File: src/rtl/trap_pkg.sv
// trap_pkg: encodings shared by the trap controller and its consumers.
// flush_control and exception_pc_ctrl import these same constants.
package trap_pkg;

    localparam logic [2:0] TRAP_NONE = 3'b000;
    localparam logic [2:0] TRAP_MEM  = 3'b001;
    localparam logic [2:0] TRAP_EX   = 3'b010;
    localparam logic [2:0] TRAP_ID   = 3'b011;

    localparam logic [3:0] CAUSE_MISALIGNED  = 4'd0;
    localparam logic [3:0] CAUSE_ILLEGAL     = 4'd2;
    localparam logic [3:0] CAUSE_LOAD_FAULT  = 4'd5;
    localparam logic [3:0] CAUSE_STORE_FAULT = 4'd7;

    typedef enum logic [1:0] {
        ST_IDLE    = 2'd0,
        ST_HANDLER = 2'd1,
        ST_LOCKED  = 2'd2
    } trap_state_t;

endpackage

File: src/rtl/trap_unit_if.sv
// trap_unit_if: pipeline-side requests and trap controller responses.
// master = pipeline/CSR side, slave = trap_unit.
interface trap_unit_if #(
    parameter int XLEN = 64
);
    logic            illegal_opcode_id;
    logic [XLEN-1:0] pc_id;
    logic            misaligned_ex;
    logic [XLEN-1:0] pc_ex;
    logic            fault_mem;
    logic            fault_is_store;
    logic [XLEN-1:0] pc_mem;
    logic            exception_handled;
    logic            mtvec_we;
    logic [XLEN-1:0] mtvec_wdata;
    logic [2:0]      trap_type;
    logic            redirect_valid;
    logic [XLEN-1:0] redirect_pc;
    logic [XLEN-1:0] mepc;
    logic [XLEN-1:0] mcause;
    logic            in_handler;
    logic            double_fault;

    modport master (
        output illegal_opcode_id, pc_id,
        output misaligned_ex, pc_ex,
        output fault_mem, fault_is_store, pc_mem,
        output exception_handled,
        output mtvec_we, mtvec_wdata,
        input  trap_type, redirect_valid, redirect_pc,
        input  mepc, mcause,
        input  in_handler, double_fault
    );

    modport slave (
        input  illegal_opcode_id, pc_id,
        input  misaligned_ex, pc_ex,
        input  fault_mem, fault_is_store, pc_mem,
        input  exception_handled,
        input  mtvec_we, mtvec_wdata,
        output trap_type, redirect_valid, redirect_pc,
        output mepc, mcause,
        output in_handler, double_fault
    );
endinterface

File: src/rtl/trap_prio.sv
// trap_prio: picks the oldest excepting instruction (MEM > EX > ID)
// and returns its trap encoding, cause code and PC.
module trap_prio
    import trap_pkg::*;
#(
    parameter int XLEN = 64
) (
    input  logic            illegal_opcode_i,
    input  logic [XLEN-1:0] pc_id_i,
    input  logic            misaligned_i,
    input  logic [XLEN-1:0] pc_ex_i,
    input  logic            fault_i,
    input  logic            fault_is_store_i,
    input  logic [XLEN-1:0] pc_mem_i,
    output logic            req_o,
    output logic [2:0]      type_o,
    output logic [3:0]      cause_o,
    output logic [XLEN-1:0] pc_o
);

    // Oldest stage wins; one winner per cycle.
    always_comb begin
        req_o   = fault_i | misaligned_i | illegal_opcode_i;
        type_o  = TRAP_NONE;
        cause_o = '0;
        pc_o    = '0;
        if (fault_i) begin
            type_o  = TRAP_MEM;
            cause_o = fault_is_store_i ? CAUSE_STORE_FAULT
                                       : CAUSE_LOAD_FAULT;
            pc_o    = pc_mem_i;
        end else if (misaligned_i) begin
            type_o  = TRAP_EX;
            cause_o = CAUSE_MISALIGNED;
            pc_o    = pc_ex_i;
        end else if (illegal_opcode_i) begin
            type_o  = TRAP_ID;
            cause_o = CAUSE_ILLEGAL;
            pc_o    = pc_id_i;
        end
    end

endmodule

File: src/rtl/trap_unit.sv
// trap_unit: machine-mode trap FSM with mepc/mcause/mtvec CSRs.
// Redirect and trap_type are combinational for zero-cycle flush.
module trap_unit
    import trap_pkg::*;
#(
    parameter int              XLEN        = 64,
    parameter logic [XLEN-1:0] MTVEC_RESET = 64'h0000_0000_0000_0100
) (
    input  logic      clk,
    input  logic      rst,
    trap_unit_if.slave bus
);

    trap_state_t     state_q, state_d;
    logic [XLEN-1:0] mepc_q, mepc_d;
    logic [XLEN-1:0] mcause_q, mcause_d;
    logic [XLEN-1:0] mtvec_q, mtvec_d;

    logic            req;
    logic [2:0]      win_type;
    logic [3:0]      win_cause;
    logic [XLEN-1:0] win_pc;

    localparam logic [XLEN-1:0] ALIGN_MASK =
        ~{{(XLEN-2){1'b0}}, 2'b11};

    trap_prio #(
        .XLEN (XLEN)
    ) u_prio (
        .illegal_opcode_i (bus.illegal_opcode_id),
        .pc_id_i          (bus.pc_id),
        .misaligned_i     (bus.misaligned_ex),
        .pc_ex_i          (bus.pc_ex),
        .fault_i          (bus.fault_mem),
        .fault_is_store_i (bus.fault_is_store),
        .pc_mem_i         (bus.pc_mem),
        .req_o            (req),
        .type_o           (win_type),
        .cause_o          (win_cause),
        .pc_o             (win_pc)
    );

    // Next state, CSR capture and redirect; a trap beats a return.
    always_comb begin
        state_d            = state_q;
        mepc_d             = mepc_q;
        mcause_d           = mcause_q;
        bus.trap_type      = TRAP_NONE;
        bus.redirect_valid = 1'b0;
        bus.redirect_pc    = mtvec_q;
        unique case (state_q)
            ST_IDLE: begin
                if (req) begin
                    bus.trap_type      = win_type;
                    bus.redirect_valid = 1'b1;
                    bus.redirect_pc    = mtvec_q;
                    mepc_d             = win_pc;
                    mcause_d = {{(XLEN-4){1'b0}}, win_cause};
                    state_d            = ST_HANDLER;
                end else if (bus.exception_handled) begin
                    bus.redirect_valid = 1'b1;
                    bus.redirect_pc    = mepc_q;
                end
            end
            ST_HANDLER: begin
                if (req) begin
                    // Nested trap: flush everything, no redirect.
                    bus.trap_type = TRAP_MEM;
                    state_d       = ST_LOCKED;
                end else if (bus.exception_handled) begin
                    bus.redirect_valid = 1'b1;
                    bus.redirect_pc    = mepc_q;
                    state_d            = ST_IDLE;
                end
            end
            ST_LOCKED: begin
                state_d = ST_LOCKED;
            end
            default: begin
                state_d = ST_IDLE;
            end
        endcase
    end

    // mtvec write; the old value still feeds this cycle's redirect.
    always_comb begin
        mtvec_d = mtvec_q;
        if (bus.mtvec_we) begin
            mtvec_d = bus.mtvec_wdata & ALIGN_MASK;
        end
    end

    // State and CSR registers.
    always_ff @(posedge clk or posedge rst) begin
        if (rst) begin
            state_q  <= ST_IDLE;
            mepc_q   <= '0;
            mcause_q <= '0;
            mtvec_q  <= MTVEC_RESET;
        end else begin
            state_q  <= state_d;
            mepc_q   <= mepc_d;
            mcause_q <= mcause_d;
            mtvec_q  <= mtvec_d;
        end
    end

    assign bus.mepc         = mepc_q;
    assign bus.mcause       = mcause_q;
    assign bus.in_handler   = (state_q == ST_HANDLER);
    assign bus.double_fault = (state_q == ST_LOCKED);

endmodule

File: src/flat_wrapper.sv
// flat-port wrapper written by rule: the top's interface ports become plain ports
module trap_unit_flat import trap_pkg::*;
#(
    parameter int              XLEN        = 64,
    parameter logic [XLEN-1:0] MTVEC_RESET = 64'h0000_0000_0000_0100
)
  (clk, rst, bus_illegal_opcode_id, bus_pc_id, bus_misaligned_ex, bus_pc_ex, bus_fault_mem, bus_fault_is_store, bus_pc_mem, bus_exception_handled, bus_mtvec_we, bus_mtvec_wdata, bus_trap_type, bus_redirect_valid, bus_redirect_pc, bus_mepc, bus_mcause, bus_in_handler, bus_double_fault);
  trap_unit_if #(.XLEN(XLEN)) bus_i ();
  input  logic clk;
  input  logic rst;
  input wire logic [$bits(bus_i.illegal_opcode_id)-1:0] bus_illegal_opcode_id;
  input wire logic [$bits(bus_i.pc_id)-1:0] bus_pc_id;
  input wire logic [$bits(bus_i.misaligned_ex)-1:0] bus_misaligned_ex;
  input wire logic [$bits(bus_i.pc_ex)-1:0] bus_pc_ex;
  input wire logic [$bits(bus_i.fault_mem)-1:0] bus_fault_mem;
  input wire logic [$bits(bus_i.fault_is_store)-1:0] bus_fault_is_store;
  input wire logic [$bits(bus_i.pc_mem)-1:0] bus_pc_mem;
  input wire logic [$bits(bus_i.exception_handled)-1:0] bus_exception_handled;
  input wire logic [$bits(bus_i.mtvec_we)-1:0] bus_mtvec_we;
  input wire logic [$bits(bus_i.mtvec_wdata)-1:0] bus_mtvec_wdata;
  output wire logic [$bits(bus_i.trap_type)-1:0] bus_trap_type;
  output wire logic [$bits(bus_i.redirect_valid)-1:0] bus_redirect_valid;
  output wire logic [$bits(bus_i.redirect_pc)-1:0] bus_redirect_pc;
  output wire logic [$bits(bus_i.mepc)-1:0] bus_mepc;
  output wire logic [$bits(bus_i.mcause)-1:0] bus_mcause;
  output wire logic [$bits(bus_i.in_handler)-1:0] bus_in_handler;
  output wire logic [$bits(bus_i.double_fault)-1:0] bus_double_fault;
  assign bus_i.illegal_opcode_id = bus_illegal_opcode_id;
  assign bus_i.pc_id = bus_pc_id;
  assign bus_i.misaligned_ex = bus_misaligned_ex;
  assign bus_i.pc_ex = bus_pc_ex;
  assign bus_i.fault_mem = bus_fault_mem;
  assign bus_i.fault_is_store = bus_fault_is_store;
  assign bus_i.pc_mem = bus_pc_mem;
  assign bus_i.exception_handled = bus_exception_handled;
  assign bus_i.mtvec_we = bus_mtvec_we;
  assign bus_i.mtvec_wdata = bus_mtvec_wdata;
  assign bus_trap_type = bus_i.trap_type;
  assign bus_redirect_valid = bus_i.redirect_valid;
  assign bus_redirect_pc = bus_i.redirect_pc;
  assign bus_mepc = bus_i.mepc;
  assign bus_mcause = bus_i.mcause;
  assign bus_in_handler = bus_i.in_handler;
  assign bus_double_fault = bus_i.double_fault;
  trap_unit #(.XLEN(XLEN), .MTVEC_RESET(MTVEC_RESET)) u_core (.clk(clk), .rst(rst), .bus(bus_i));
endmodule
File: config.mk
export PLATFORM = sky130hd
export DESIGN_NAME = trap_unit_flat
export DESIGN_NICKNAME = d
export VERILOG_FILES = /design/src/rtl/trap_pkg.sv /design/src/rtl/trap_unit_if.sv /design/src/rtl/trap_prio.sv /design/src/rtl/trap_unit.sv /design/src/flat_wrapper.sv
export SDC_FILE = /design/constraint.sdc
export NUM_CORES = 1
export LEC_CHECK = 0
export CORE_AREA = 5 5 174 176
export CTS_CLUSTER_SIZE = 16
export DETAILED_ROUTE_END_ITERATION = 6
export DIE_AREA = 0 0 179 181
export PLACE_DENSITY = 0.73
export SYNTH_ARGS = -nofsm -noshare
export SYNTH_HDL_FRONTEND = slang
export SYNTH_HIERARCHICAL = 1
export SYNTH_SLANG_ARGS = --single-unit
File: constraint.sdc
create_clock -name clk -period 5.3 [get_ports clk]
set_input_delay 1.06 -clock clk [delete_from_list [all_inputs] [get_ports clk]]
set_output_delay 1.06 -clock clk [all_outputs]
set_load 0.01 [all_outputs]
==> results.md <==
* Status: completed
* Layout cell share with drive strength beyond 1 at 0.2227
* Sequential fraction of the synthesis area at 0.4056
* IO buf count at 398
* Bufs and invs on worst path at 3
* Pins Over Slew Limit at 0
* Crit path time final at 4.365 ns
* Critical path's top delay family: buffers and inverters
* Largest net degree at the start of global routing at 72
* Hold Crit Start: u_core/mtvec_q[61]
* Most common cell after layout, fill and taps aside: clkdlybuf4s50_1
* WL/cell at 18.56 um
* Sequential cell area at 0.003304 mm2
* Worst Setup End Kind: output port
* Setup_tns at 0 ns
* CTS tree: built
* Via/cell ratio at 4.575
* Slew HR at 0.4108
* RSZ-0062 raised after global routing: no
* CP Class: in -> out
* Post-Syn Area at 0.008148 mm2
* Post-route DRC at 0
* Routed Antenna Nets at 0
* Seq cells post-synth at 132
* Layout Skew at 0.01207 ns
* Final WL at 27.73 mm
* Final instance area at 0.01260 mm2
* Worst slew pin tran at 0.8838 ns
* Worst Path Arrival at 3.30 ns
* Worst reg2reg path depth at 4
* H-tree Lvls at 4
* DP HPWL at 20.58 mm
* Max clock buf depth at 2
* DP Area at 0.01202 mm2
* Most frequent cells in the layout: clkdlybuf4s50_1, mux2_2, dfrtp_1
* Starting DRT DRC Count at 253
* Fin crit share at 0.8235
* CTS Buf Count at 17
* Worst setup path start: bus_illegal_opcode_id
* Reg clk slew, reported paths at 0.06 ns
* Pre-Repair DR Iteration Count at 4
* Crit-path max FO at 24
* Pwr dens at 381.6 mW/mm2
* CTS Hold Bufs at 0
* Root buf cell: clkbuf_16
* Syn avg cell area at 11.19 um2
* Vias in the first global route at 7116
* Hold Vio Cnt, Final at 0
* Die Wd at 179 um
* Die Ht at 181 um
* Slowest cell on crit path: or3_1
* CP cell instances: buf_2 -> or3_1 -> nor3b_2 -> buf_4 -> mux2_2 -> clkdlybuf4s50_1
* Hold Crit Depth at 1
* Total core area at 0.02847 mm2
* Layout area overhead at 54.70%
* Startpoint Class: input pin
* Worst path depth at 6
* Max Fclk at 0.2291 GHz
* R2r startpoint: u_core/state_q[1]
* CTS sink count at 132
* Max stage delay on crit path at 0.50 ns
* Multi-input gate area at 0.004159 mm2
* Synth warn at 6
* Grt total ovfl at 0
* Number of fill cells at 2678
* Num ports at 462
* Worst vdd rail ir drop at 0.1698 mV
* Count of cell types in the netlist at 26
* Vias at 6835
* Initial antenna violation count at 2
* Worst hold path class: reg -> reg
* Gate Count Post-Synth at 728
* Nets at 1360
* Worst-Skew Late Latency at 0.41 ns
* First-pass GRT wire length at 41.23 mm
* Max_cap viols at 0
* Critical path data required time at 4.24 ns
* PostCTS Resize Cnt at 0
* Leakage Power at 0.004900 uW
* Initial cell density of the core at 0.2862
* Final setup fails at 0
* Std cell rows at 62
* Total GRT Usage at 0.1639
* Post-CTS setup repair buffer count at 0
* Die area at 0.03240 mm2
* Final GP Congestion at 0.7944
## cell usage after synthesis
master	instances	area, um2
mux2_2	174	1959
dfrtp_1	131	3278
a21oi_1	119	595.6
buf_4	73	548.0
nand3b_1	65	488.0
nor2b_1	64	400.4
buf_6	22	247.7
buf_2	14	70.07
clkbuf_1	12	45.04
a21oi_2	11	96.34
mux2_4	10	150.1
mux2_1	8	90.09
and2_1	4	25.02
nand2b_1	4	25.02
nor2_1	3	11.26
and2b_1	2	15.01
conb_1	2	7.510
nor3b_1	2	15.01
dfstp_2	1	26.28
inv_1	1	3.750
nand2_1	1	3.750
nor3b_4	1	18.77
o21ai_0	1	5.000
or2b_1	1	7.510
or3_1	1	6.260
or3b_2	1	8.760
## where the power goes
part	leakage [uW]	internal (uW)	switching [uW]
Combinational	0.00309	1260	798
Clock	0.000270	679	489
Sequential	0.00154	1340	250
## routing by layer
layer,vias up,share of wire,GRT usage
li1,3171,-,-
met2,295,0.51,0.2911
met4,2,0.019,0.04298
met3,32,0.089,0.05226
met1,3335,0.39,0.1890
met5,-,0.00047,0
## final timing paths
kind	end	slack, ns
min	u_core/mtvec_q[61]	0.50
min reg2reg	u_core/mtvec_q[61]	0.50
max	bus_redirect_pc[55]	0.94
max reg2reg	u_core/bus.mepc[14]	2.90
max in group asynchronous	u_core/mtvec_q[60]	3.27
min in group asynchronous	u_core/mtvec_q[15]	1.05
## area by class of cell
| cell class | instances | area share |
|---|---|---|
| diodes | 1 | 0.0001985 |
| clock buffers | 20 | 0.03623 |
| clock inverters | 12 | 0.009629 |
| inverters | 1 | 0.0006949 |
| multi-input cells | 534 | 0.3300 |
| flip-flops and latches | 132 | 0.2622 |
| well taps | 384 | 0.03812 |
| repair buffers | 410 | 0.3230 |
## state kept, by name (all words and copies together) (netlist names)
name and count:
u_core/state_q 2, u_core/bus.mcause 4, u_core/bus.mepc 64, u_core/mtvec_q 62
## through the flow
stage                     setup slack, ns  std cells  power, uW  hold WS [ns]  utilization
after CTS                          0.9228       1493       4890        0.5070       0.4426
after global placement             0.9340       1461       3650        0.4859       0.4223
after global routing               0.8308       1494       5078        0.5127       0.4427
after floorplan                    0.7156        788       2605        0.4767            -
after detailed placement           0.9093       1461       3679        0.4925       0.4223
final                              0.9353       1494       4810        0.5024       0.4427
## kinds of logic (layout without fill, tap and decap cells)
family | after synthesis | after routing | synth area share
DFF | 132 | 132 | 0.4056
muxes | 192 | 192 | 0.2700
AOI/OAI and AO/OA | 131 | 131 | 0.08553
and+or+nand+nor | 149 | 149 | 0.1258
buffers and inverters | 122 | 443 | 0.1123
other | 2 | 63 | 0.0009217
Note: power is estimated with default switching activity, not from simulation.
